$ cat config.mk
export PLATFORM = sky130hd
export DESIGN_NAME = gs_ifetch
export DESIGN_NICKNAME = d
export VERILOG_FILES = /design/src/rtl/gs_pkg.sv /design/src/rtl/gs_ifetch_fifo.sv /design/src/rtl/gs_ifetch.sv
export SDC_FILE = /design/constraint.sdc
export NUM_CORES = 1
export LEC_CHECK = 0
export BUFFER_PORTS_ARGS = -buffer_cell sky130_fd_sc_hd__buf_2
export CAP_MARGIN = 20
export CORE_ASPECT_RATIO = 0.5
export CORE_MARGIN = 1
export CORE_UTILIZATION = 50
export CTS_CLUSTER_DIAMETER = 100
export DETAILED_ROUTE_END_ITERATION = 6
export GPL_TIMING_DRIVEN = 0
export PLACE_DENSITY = 0.74
export SETUP_SLACK_MARGIN = 0.3
export SKIP_LAST_GASP = 1
export SLEW_MARGIN = 40
export SYNTH_ARGS = -nofsm -noshare
export SYNTH_HDL_FRONTEND = slang
export SYNTH_SLANG_ARGS = --single-unit
$ cat constraint.sdc
create_clock -name clk -period 2.85 [get_ports clk]
set_input_delay 0 -clock clk [delete_from_list [all_inputs] [get_ports clk]]
set_output_delay 0 -clock clk [all_outputs]
set_load 0.01 [all_outputs]
$ cat src/rtl/gs_pkg.sv
// GoldenSnitch shared types and constants.
// Imported by the fetch unit and its instruction buffer.
package gs_pkg;

    localparam int GS_XLEN = 32;
    localparam logic [31:0] GS_INSTR_NOP = 32'h0000_0013;

    typedef enum logic {
        IF_RUN,
        IF_TRAP
    } gs_ifetch_state_e;

    typedef struct packed {
        logic [31:0] pc;
        logic [31:0] instr;
    } gs_fetch_entry_t;

    function automatic logic [31:0] gs_word_align(input logic [31:0] a);
        return {a[31:2], 2'b00};
    endfunction

endpackage

$ cat src/rtl/gs_ifetch_fifo.sv
// Instruction buffer: synchronous FIFO of {pc, word} entries.
// Registered storage, no bypass; flush empties it in one cycle.
module gs_ifetch_fifo
    import gs_pkg::*;
#(
    parameter int DEPTH = 2
) (
    input  logic                  clk,
    input  logic                  rst,
    input  logic                  push_i,
    input  gs_fetch_entry_t       data_i,
    input  logic                  pop_i,
    input  logic                  flush_i,
    output gs_fetch_entry_t       data_o,
    output logic [$clog2(DEPTH):0] count_o,
    output logic                  full_o,
    output logic                  empty_o
);

    localparam int AW = $clog2(DEPTH);

    gs_fetch_entry_t mem_q [DEPTH];
    logic [AW-1:0]   wptr_q;
    logic [AW-1:0]   rptr_q;
    logic [AW:0]     cnt_q;
    logic            do_push;
    logic            do_pop;

    assign empty_o = (cnt_q == '0);
    assign full_o  = (cnt_q == (AW+1)'(DEPTH));
    assign count_o = cnt_q;
    assign data_o  = mem_q[rptr_q];
    assign do_pop  = pop_i && !empty_o;
    assign do_push = push_i && (!full_o || do_pop);

    always_ff @(posedge clk or negedge rst) begin
        if (!rst) begin
            for (int i = 0; i < DEPTH; i++) begin
                mem_q[i] <= '0;
            end
            wptr_q <= '0;
            rptr_q <= '0;
            cnt_q  <= '0;
        end else if (flush_i) begin
            wptr_q <= '0;
            rptr_q <= '0;
            cnt_q  <= '0;
        end else begin
            if (do_push) begin
                mem_q[wptr_q] <= data_i;
                wptr_q        <= wptr_q + 1'b1;
            end
            if (do_pop) begin
                rptr_q <= rptr_q + 1'b1;
            end
            cnt_q <= cnt_q + (AW+1)'(do_push) - (AW+1)'(do_pop);
        end
    end

    // The credit scheme upstream must never overfill the buffer.
    assert property (@(posedge clk) disable iff (!rst)
        !(push_i && full_o && !pop_i && !flush_i));

endmodule

$ cat src/rtl/gs_ifetch.sv
// GoldenSnitch instruction fetch: PC, request credit, response drop.
// Define GS_IFETCH_MISALIGN_EN to trap on misaligned redirect targets.
module gs_ifetch
    import gs_pkg::*;
#(
    parameter logic [31:0] RESET_PC   = 32'h0000_0000,
    parameter int          FIFO_DEPTH = 2
) (
    input  logic        clk,
    input  logic        rst,
    output logic        imem_req_valid,
    input  logic        imem_req_ready,
    output logic [31:0] imem_req_addr,
    input  logic        imem_rsp_valid,
    input  logic [31:0] imem_rsp_data,
    input  logic        redirect_valid,
    input  logic [31:0] redirect_pc,
    output logic        instr_valid,
    input  logic        instr_ready,
    output logic [31:0] instr,
    output logic [31:0] instr_pc
`ifdef GS_IFETCH_MISALIGN_EN
    ,
    output logic        fetch_misalign
`endif
);

    localparam int CW = $clog2(FIFO_DEPTH) + 1;

    logic [GS_XLEN-1:0] fetch_pc_q, fetch_pc_d;
    logic [GS_XLEN-1:0] rsp_pc_q, rsp_pc_d;
    logic [CW-1:0]      outs_q, outs_d;
    logic [CW-1:0]      drop_q, drop_d;
    logic               alive_q;
    gs_ifetch_state_e   state_q, state_d;

    logic [CW-1:0]      fifo_cnt;
    logic               fifo_full;
    logic               fifo_empty;
    gs_fetch_entry_t    push_ent;
    gs_fetch_entry_t    head;
    logic [CW:0]        busy;
    logic               credit;
    logic               accept;
    logic               push;
    logic               pop;

    assign busy   = {1'b0, outs_q} + {1'b0, fifo_cnt};
    assign credit = busy < (CW+1)'(FIFO_DEPTH);

    assign imem_req_valid = alive_q && (state_q == IF_RUN)
                          && !redirect_valid && credit;
    assign imem_req_addr  = fetch_pc_q;
    assign accept         = imem_req_valid && imem_req_ready;

    // Stale words are counted off by drop_q; a redirect kills this cycle's word.
    assign push = imem_rsp_valid && (drop_q == '0)
                && !redirect_valid && (state_q == IF_RUN);
    assign pop  = instr_valid && instr_ready;

    assign push_ent = '{pc: rsp_pc_q, instr: imem_rsp_data};

    always_comb begin
        fetch_pc_d = fetch_pc_q;
        rsp_pc_d   = rsp_pc_q;
        outs_d     = outs_q;
        drop_d     = drop_q;
        state_d    = state_q;
        if (accept) begin
            fetch_pc_d = fetch_pc_q + 32'd4;
            outs_d     = outs_d + 1'b1;
        end
        if (imem_rsp_valid) begin
            outs_d = outs_d - 1'b1;
            if (drop_q != '0) begin
                drop_d = drop_q - 1'b1;
            end
        end
        if (push) begin
            rsp_pc_d = rsp_pc_q + 32'd4;
        end
        if (redirect_valid) begin
            fetch_pc_d = gs_word_align(redirect_pc);
            rsp_pc_d   = gs_word_align(redirect_pc);
            drop_d     = outs_d;
`ifdef GS_IFETCH_MISALIGN_EN
            state_d = (redirect_pc[1:0] != 2'b00) ? IF_TRAP : IF_RUN;
`endif
        end
    end

    always_ff @(posedge clk or negedge rst) begin
        if (!rst) begin
            fetch_pc_q <= RESET_PC;
            rsp_pc_q   <= RESET_PC;
            outs_q     <= '0;
            drop_q     <= '0;
            alive_q    <= 1'b0;
            state_q    <= IF_RUN;
        end else begin
            fetch_pc_q <= fetch_pc_d;
            rsp_pc_q   <= rsp_pc_d;
            outs_q     <= outs_d;
            drop_q     <= drop_d;
            alive_q    <= 1'b1;
            state_q    <= state_d;
        end
    end

    gs_ifetch_fifo #(
        .DEPTH (FIFO_DEPTH)
    ) u_fifo (
        .clk     (clk),
        .rst     (rst),
        .push_i  (push),
        .data_i  (push_ent),
        .pop_i   (pop),
        .flush_i (redirect_valid),
        .data_o  (head),
        .count_o (fifo_cnt),
        .full_o  (fifo_full),
        .empty_o (fifo_empty)
    );

    assign instr_valid = !fifo_empty;
    assign instr       = head.instr;
    assign instr_pc    = head.pc;

`ifdef GS_IFETCH_MISALIGN_EN
    assign fetch_misalign = (state_q == IF_TRAP);
    logic unused_full;
    assign unused_full = fifo_full;
`else
    logic unused_bits;
    assign unused_bits = ^redirect_pc[1:0] ^ fifo_full;
`endif

endmodule

After elaboration in Yosys (flattened, before gate mapping). Index checks and enable logic that the tools add are counted.

Register bits: 201. Output and inout port bits: 98. Logic and storage cells: 74.

$add $sub $neg: 10. Magnitude comparators: 4. Equality and inequality tests: 1. Multiplexer cells: 20. Bitwise logic cells: 3. Reductions and logical operators: 24.

Operator list (count): 64-bit 2-to-1 mux (4); 128-bit bitwise mux (1); 32-bit 2-to-1 mux (4); 32-bit by 3-bit adder with 32-bit output, second input constant (2); 64-bit demux with 1-bit select (1); 2-bit nonzero test (7); 2-bit 2-to-1 mux (6); 1-bit logical AND (9); 2-bit >= comparator, second input constant (2); 2-bit logical NOT (2); 1-bit 2-to-1 mux (4); 1-bit inverter with 2-bit output (2); 2-bit AND reduction (2); 2-bit by 1-bit subtractor with 2-bit output, second input constant (2); 2-bit by 2-bit adder with 3-bit output (1); 1-bit logical NOT (3); 3-bit by 2-bit less-than comparator with 1-bit output, second input constant (1); 1-bit adder, second input constant (2); 2-bit by 1-bit adder with 2-bit output (1); 2-bit by 1-bit adder with 2-bit output, second input constant (1); 2-bit equality test, second input constant (1); 2-bit by 1-bit less-than comparator with 1-bit output, second input constant (1); 2-bit by 1-bit subtractor with 2-bit output (1); 1-bit logical OR (1); 1-bit inverter (1).

Longest topological paths before layout. Gate-level depths: netlist of run 1.

Depth in word-level cells: 9. Mapped depth: 9. Mapped depth without buffers: 7.

Modules after synthesis. Synthesis of run 1 repeated with hierarchy kept, for this count alone.

Cell total of the unflattened synthesis: 760. Area, all modules: 9594.2 um^2.

By module, submodules not included: gs_ifetch_fifo (instances 1, cells an instance 365, area an instance 5979.5 um^2, sequential area each 3303.2 um^2); gs_ifetch (instances 1, cells an instance 395, area an instance 3614.7 um^2, sequential area each 1626.6 um^2).

Worst setup path after synthesis of run 1. OpenSTA, ideal clock, no wires.

Path type: reg-to-reg. Start point: register outs_q[0]. End point: register drop_q[1]. Arrival time: 2269 ps. Data required time: 2725 ps. Path slack: 456 ps. Stages on the path, launching flop included: 9. Path buffers: 1. Clock period less this slack: 2394 ps. Cell sequence: dfrtp_1 > and2_1 > fa_1 > nor4b_4 > and2_1 > buf_4 > o22ai_1 > xor2_1 > mux2_2.

Cells in the longest elaborated chain, start to end: 8.

Ends and longest elaborated chain: start: declaration (line gs_ifetch.sv:32) `logic [CW-1:0] outs_q, outs_d;`; start signal: assignment (line gs_ifetch.sv:103) `outs_q <= outs_d;`; 2-bit by 2-bit adder with 3-bit output (*) (line gs_ifetch.sv:48) `assign busy = {1'b0, outs_q} + {1'b0, fifo_cnt};`; 3-bit by 2-bit less-than comparator with 1-bit output (*) (line gs_ifetch.sv:49) `assign credit = busy < (CW+1)'(FIFO_DEPTH);`; 1-bit logical AND (*) (line gs_ifetch.sv:52) `&& !redirect_valid && credit;`; via imem_req_valid (line gs_ifetch.sv:11) `output logic imem_req_valid,`; 1-bit logical AND (*) (line gs_ifetch.sv:54) `assign accept = imem_req_valid && imem_req_ready;`; 2-bit 2-to-1 mux (*) (line gs_ifetch.sv:69) `if (accept) begin`; 2-bit by 1-bit subtractor with 2-bit output (line gs_ifetch.sv:74) `outs_d = outs_d - 1'b1;`; 2-bit 2-to-1 mux (*) (line gs_ifetch.sv:73) `if (imem_rsp_valid) begin`; via outs_d[1] (line gs_ifetch.sv:32); 2-bit 2-to-1 mux (*) (line gs_ifetch.sv:82) `if (redirect_valid) begin`; end signal: assignment (line gs_ifetch.sv:104) `drop_q <= drop_d;`; end: declaration (line gs_ifetch.sv:33) `logic [CW-1:0] drop_q, drop_d;`.

The timed path passes the listed nets; every way through them passes the cells marked *. A chain may end at the register's enable or synchronous reset.

Worst setup path after layout of run 1.
Start point: register outs_q[0]. End point: register drop_q[1].

Cells in the longest elaborated chain, start to end: 8.

Ends and longest elaborated chain (line): 2-bit by 2-bit adder with 3-bit output (gs_ifetch.sv:48); 3-bit by 2-bit less-than comparator with 1-bit output (gs_ifetch.sv:49); 1-bit logical AND (gs_ifetch.sv:52); 1-bit logical AND (gs_ifetch.sv:54); 2-bit 2-to-1 mux (*) (gs_ifetch.sv:69); 2-bit by 1-bit subtractor with 2-bit output (gs_ifetch.sv:74); 2-bit 2-to-1 mux (*) (gs_ifetch.sv:73); via outs_d[1] (gs_ifetch.sv:32); 2-bit 2-to-1 mux (*) (gs_ifetch.sv:82).

Marked as above.

==> impl_metrics.json, run 1 <==
{
  "rsz0062_at_grt": "true",
  "grt_pass1_wl_um": 38100,
  "peakVddDrop_mv": 0.500,
  "wirelength_um": 24200,
  "wl_per_cell_um": 18.6,
  "critical_path_class": "flop to flop",
  "h-tree-depth": 4,
  "r2r_cells": 8,
  "synth_cell_type_count": 57,
  "core_area_um2": 18500,
  "num_vias": 7147,
  "setup-violations-final": 0,
  "hold_path_class": "primary input to asynchronous set/reset pin",
  "leakagePower_uw": 0.00545,
  "layout_min_cycle_time_ns": 2.54,
  "synth_area_leaders": "dfrtp_1, mux2_2, xnor2_1",
  "die_width_um": 197,
  "final_nets": 1105,
  "synth.top_cell.area_share_pct": 50.8,
  "first_pass_iters": 5,
  "io-pin-count": 168,
  "stdcell_area_um2": 12100,
  "synthCells": 772,
  "gr-usage-all-layers_pct": 25.3,
  "grt_pass1_vias": 7224,
  "postRouteAntennaNets": 0,
  "antenna_found_initial": 0,
  "critPathMaxFanout": 8,
  "period_share_pct": 89.0,
  "status": "complete, no violations",
  "mostFrequentLayoutCell": "mux2_2",
  "relSlewSlack_pct": 50.9,
  "path_clk_slew_ns": 0.08,
  "finalSetupTns_ns": 0,
  "rows": 35,
  "area_delta_synth_final_pct": 27.1,
  "layout-drive-gt1-share_pct": 43.8,
  "synth-async-reset-ratio_pct": 100,
  "cts_max_path_buffers": 2,
  "crit_required_ns": 3.16,
  "start_kind": "flop",
  "portBuffers": 160,
  "synth-seq-cells": 193,
  "cts.sinks": 193,
  "grt-ovfl-total": 0,
  "post_dp_cell_area_um2": 10700,
  "avgViaCountPerCell": 5.50,
  "numCtsBuffers": 17,
  "endpoint_kind": "flop",
  "dieArea_um2": 19600,
  "synth_edf_count": 0,
  "gp_congestion": 0.877,
  "syn_area_um2": 9500,
  "clock.fmax_mhz": 394,
  "p_per_area_nw_per_um2": 860,
  "clock_skew_ns": 0.0117,
  "start_util_pct": 51.4,
  "cts_tree": "yes",
  "dpl.hpwl_um": 16900,
  "synth-seq-area-share_pct": 50.8,
  "diodes": 0,
  "grt_max_degree": 63,
  "drc": 0,
  "yosys_warnings": 0,
  "fillers": 1417,
  "drt_iter0_drc": 387,
  "maxCapViolations": 0,
  "worst_pin_slew_ns": 0.731,
  "cts_root_buf": "clkbuf_16",
  "syn_area_per_cell_um2": 12.3,
  "synth_top_cell_by_area": "dfrtp_1",
  "clk_latency_ns": 0.43,
  "mostFrequentLayoutCells": "mux2_2, dfrtp_1, buf_2",
  "final_max_slew_viol_count": 0,
  "hold_violations": 0,
  "synth_flop_cell": "dfrtp_1",
  "die_h_um": 99.5,
  "arrival_ns": 2.85
}
## worst max-delay path: stages (launching register included)
cell and delay, ns:
dfrtp_1 0.40, and2_4 0.15, fa_1 0.52, nor4b_4 0.43
and2_4 0.24, buf_8 0.13, o22ai_2 0.09, xor2_1 0.19
mux2_4 0.28
## where the power goes
| part | total, uW | internal (uW) | switching [uW] |
|---|---|---|---|
| clock network | 2400 | 1320 | 1080 |
| registers | 4190 | 3630 | 569 |
| logic | 3800 | 2090 | 1710 |
## per-layer routing
metal	vias to the layer above	track usage, %	share of wire [%]
met5	-	0	0
met4	0	8.65	2.1
met3	49	4.75	6.2
met2	269	39.3	46
met1	3561	35.8	46
li1	3268	-	-
## logic make-up (layout without fill, tap and decap cells)
logic type | count (synthesis) | count (layout) | synth area share [%]
AO/OA/AOI/OAI | 77 | 77 | 5.23
XOR/XNOR | 41 | 41 | 3.78
AND/OR/NAND/NOR | 193 | 193 | 11.5
other | 2 | 5 | 0.0791
multiplexers | 201 | 201 | 23.8
adder cells (fa/ha/maj) | 6 | 6 | 0.869
buffers and inverters | 59 | 324 | 3.94
flip-flops | 193 | 193 | 50.8
## state kept, by name, indices dropped and copies added, names as in the netlist
name and flops:
rsp_pc_q 30, u_fifo.wptr_q 1, alive_q 1, u_fifo.mem_q 124
drop_q 2, imem_req_addr 30, u_fifo.rptr_q 1, u_fifo.count_o 2
outs_q 2
## cells in the mapped netlist, drive strengths merged (8+ instances only)
cell	number
and3	11
xor2	15
nand3	33
nor3	21
inv	14
clkbuf	14
a31oi	8
buf	31
dfrtp	193
nand4	18
nand2	46
o21ai	28
nor2	25
mux2	198
a21boi	11
xnor2	26
## cell type report
class / instances / area, um^2 / area share, %
Inverter: 14 / 52.6 / 0.435
Timing Repair Buffer: 235 / 1600 / 13.3
Clock buffer: 19 / 443 / 3.67
Buffer: 45 / 347 / 2.87
Sequential cell: 193 / 4830 / 40.0
Clock inverter: 11 / 131 / 1.09
Tap cell: 259 / 324 / 2.68
Multi-Input combinational cell: 523 / 4350 / 36.0
## worst paths after layout
kind | start | to | slack, ns
min in group clk | imem_req_ready | imem_req_addr[5]$_DFFE_PN0P_ | 0.02
max in group asynchronous | rst | rsp_pc_q[8]$_DFFE_PN0N_ | 1.94
hold / removal | rst | u_fifo.mem_q[56]$_DFFE_PN0P_ | 0.02
setup / recovery | outs_q[0]$_DFF_PN0_ | drop_q[1]$_DFFE_PN0P_ | 0.31
setup reg to reg | outs_q[0]$_DFF_PN0_ | drop_q[1]$_DFFE_PN0P_ | 0.31
hold reg to reg | u_fifo.mem_q[95]$_DFFE_PN0P_ | u_fifo.mem_q[95]$_DFFE_PN0P_ | 0.50
## metrics by stage
step                      hold slack, ns  setup WS [ns]  std cells  power [uW]  util, %
after floorplan                   -0.296          0.456        775        6510        -
after global placement             0.238          -1.28       1194        7680     57.5
after detailed placement          -0.122          0.222       1197        7850     58.1
after CTS                        0.00205          0.306       1288       10300     64.5
after global routing              0.0195          0.243       1299       11000     65.3
final                             0.0163          0.314       1299       10400     65.3
## timing repair
item                       4_1_cts  5_1_grt
hold endpoints to repair       262        0
pin swaps                        1        9
setup endpoints to repair       10       96
setup buffers                    0       10
hold buffers                    61        0
gates cloned                     0        1
gates resized for setup          2       22
No activity file was read; power rests on OpenSTA's default activity.
==> inputs of run 2 (changes only) <==
CELL_PAD_IN_SITES_DETAIL_PLACEMENT = 0   (was default)
CELL_PAD_IN_SITES_GLOBAL_PLACEMENT = 1   (was default)
CORE_UTILIZATION = 30   (was 50)
GPL_ROUTABILITY_DRIVEN = 0   (was default)
PLACE_DENSITY = 0.58   (was 0.74)
==> run 2 against run 1 <==
Clock power increased by 8%; cell area increased by 2.1%; sequential power about the same; power increased by 1.5%; critical path type unchanged; wire length increased by 8.8%; count of clock-buffer cells in the layout decreased by 2; die area increased by 66%; critical endpoint is now imem_req_addr[15]$_DFFE_PN0P_; critical path depth unchanged; global-route usage decreased by 8.5 points.
==> impl_metrics.json, run 2 (synthesis results as in run 1) <==
{
  "status": "complete, no violations",
  "first_pass_iters": 5,
  "critical_path_class": "flop to flop",
  "min_path_cells": 3,
  "p_sw_share_pct": 32.0,
  "clock_skew_ns": 0.00733,
  "dpl.hpwl_um": 19200,
  "power.switching_uw": 3380,
  "crit_required_ns": 3.17,
  "start_util_pct": 30.9,
  "leakagePower_uw": 0.00545,
  "cts_tree": "yes",
  "grt_max_degree": 75,
  "r2r_cells": 8,
  "clk_latency_ns": 0.44,
  "maxCapViolations": 0,
  "mostFrequentLayoutCell": "mux2_2",
  "dp.cells": 1360,
  "peakVddDrop_mv": 0.376,
  "layout-drive-gt1-share_pct": 44.2,
  "final_nets": 1104,
  "numCtsBuffers": 17,
  "grt-ovfl-total": 0,
  "die_width_um": 254,
  "wirelength_um": 26300,
  "place_worst_setup_slack_ns": 0.0604,
  "grt_pass1_wl_um": 41000,
  "layout_min_cycle_time_ns": 2.52,
  "final_max_slew_viol_count": 0,
  "crit_buf_inv": 1,
  "gr-usage-all-layers_pct": 16.8,
  "clock.fmax_mhz": 396,
  "rsz0062_at_grt": "true",
  "cts_max_path_buffers": 2,
  "h-tree-depth": 4,
  "drc": 0,
  "period_share_pct": 88.6,
  "p_int_uw": 7170,
  "cts_root_buf": "clkbuf_16",
  "endpoint_kind": "flop",
  "clkPwrFrac_pct": 24.6,
  "layout.area.seq_um2": 4830,
  "rows": 45,
  "fillers": 2978,
  "wl_per_cell_um": 18.0,
  "start_kind": "flop",
  "worst_hold_path.endpoint": "rsp_pc_q[20]$_DFFE_PN0N_",
  "p_per_area_nw_per_um2": 856,
  "num_vias": 6928,
  "cp_cell_sequence": "and2_4 -> fa_1 -> nor4b_4 -> buf_4 -> and3_4 -> nand3_2 -> xnor2_1 -> mux2_4",
  "worstReg2RegEnd": "imem_req_addr[15]$_DFFE_PN0P_",
  "hold_violations": 0,
  "diodes": 0,
  "die_h_um": 128,
  "crit_family": "simple AND/OR/NAND/NOR gates",
  "max_stage_delay_ns": 0.51,
  "avgViaCountPerCell": 4.73,
  "relSlewSlack_pct": 46.5,
  "grt_pass1_vias": 7184,
  "dieArea_um2": 32400,
  "fin_ws_ns": 0.326,
  "antenna_found_initial": 0,
  "critPathMaxFanout": 4,
  "mostFrequentLayoutCells": "mux2_2, dfrtp_1, buf_2",
  "timing.rr.start": "u_fifo.count_o[0]$_DFF_PN0_",
  "largest_reg_flops": 124,
  "path_clk_slew_ns": 0.07,
  "setup-violations-final": 0,
  "fin_cells": 1464,
  "arrival_ns": 2.85,
  "area_delta_synth_final_pct": 29.7,
  "r2r_slack_ns": 0.33,
  "portBuffers": 160,
  "pwr-share-comb_pct": 35.9,
  "worst_pin_slew_ns": 0.796,
  "hold_path.startpoint": "redirect_pc[20]",
  "postRouteAntennaNets": 0,
  "cpMaxStageDelayCell": "fa_1",
  "io-pin-count": 168,
  "drt_iter0_drc": 308,
  "regMostFlops": "u_fifo.mem_q",
  "cts.sinks": 193,
  "multi_input_area_um2": 4370,
  "whs_ns": 0.0260,
  "seqPwrFrac_pct": 39.6,
  "hold_path_class": "primary input to flop",
  "core_area_um2": 30700
}
==> run 2: cell count changes in the layout (fill, tap and decap cells not counted), sizes merged <==
| cell | previous run | this run |
|---|---|---|
| bufinv | 2 | 4 |
| clkbuf | 33 | 29 |
| clkinv | 2 | 3 |
| clkinvlp | 3 | 5 |
| dlygate4sd3 | 61 | 62 |
| inv | 18 | 17 |
==> run 2: worst reg2reg max path: cells and delay by family (launching register included) <==
kind	cells	cell delay, ns
fa+ha+maj	1	0.51
buf+inv	1	0.21
xor+xnor	1	0.15
flops	1	0.41
simple gates	4	0.86
mux	1	0.26
==> run 2: repair_timing <==
item                                    4_1_cts  5_1_grt
setup buffers                                 1        9
endpoints found under the setup margin       26       26
resized for setup                             2       30
hold endpoints to repair                    311        2
hold buffers                                 60        2
pin swaps                                     1       10
==> run 2: area by class of cell <==
cell class                      instances  share of cell area (%)
Sequential cell                       193                    39.2
Multi-Input combinational cell        523                    35.4
Timing Repair Buffer                  234                    12.7
Tap cell                              423                    4.29
Clock buffer                           17                    3.45
Buffer                                 45                    2.86
Clock inverter                         15                    1.69
Inverter                               14                   0.426
==> run 2: how the worst max path moves through the flow <==
stage                                           start                             to  slack (ns)  cells past startpoint
after floorplan                   outs_q[0]$_DFF_PN0_          drop_q[1]$_DFFE_PN0P_        0.46                      8
after global placement                            rst    u_fifo.mem_q[4]$_DFFE_PN0P_       -1.52                      1
after detailed placement          outs_q[0]$_DFF_PN0_   imem_req_addr[4]$_DFFE_PN0P_        0.06                      8
after CTS                         outs_q[0]$_DFF_PN0_   imem_req_addr[4]$_DFFE_PN0P_        0.24                      8
after global routing      u_fifo.count_o[0]$_DFF_PN0_  imem_req_addr[26]$_DFFE_PN0P_        0.24                      8
final                     u_fifo.count_o[0]$_DFF_PN0_  imem_req_addr[15]$_DFFE_PN0P_        0.33                      8
==> run 2: layer usage <==
metal | GRT usage [%] | share of wire (%) | wire (um)
met5 | 0 | 0 | 0
met2 | 28.2 | 48 | 12700
met1 | 22.2 | 47 | 12400
met4 | 5.17 | 1.9 | 497
met3 | 2.78 | 2.7 | 712
==> run 2: stage by stage <==
step / utilization [%] / area, um^2 / setup TNS (ns) / power, uW
5_1_grt: 40.1 / 12300 / 0 / 11200
6_report: 40.1 / 12300 / 0 / 10600
3_5_place_dp: 35.5 / 10900 / 0 / 7930
2_1_floorplan: - / 9510 / 0 / 6510
3_3_place_gp: 35.3 / 10800 / -289.32 / 7820
4_1_cts: 39.5 / 12200 / 0 / 10600
==> run 2: power groups by stage <==
stage | logic (uW) | registers (uW) | clock network [uW]
4_1_cts | 3790 | 4180 | 2670
3_3_place_gp | 3650 | 4180 | 0
3_5_place_dp | 3700 | 4230 | 0
6_report | 3780 | 4180 | 2590
2_1_floorplan | 2430 | 4080 | 0
5_1_grt | 4140 | 4320 | 2770
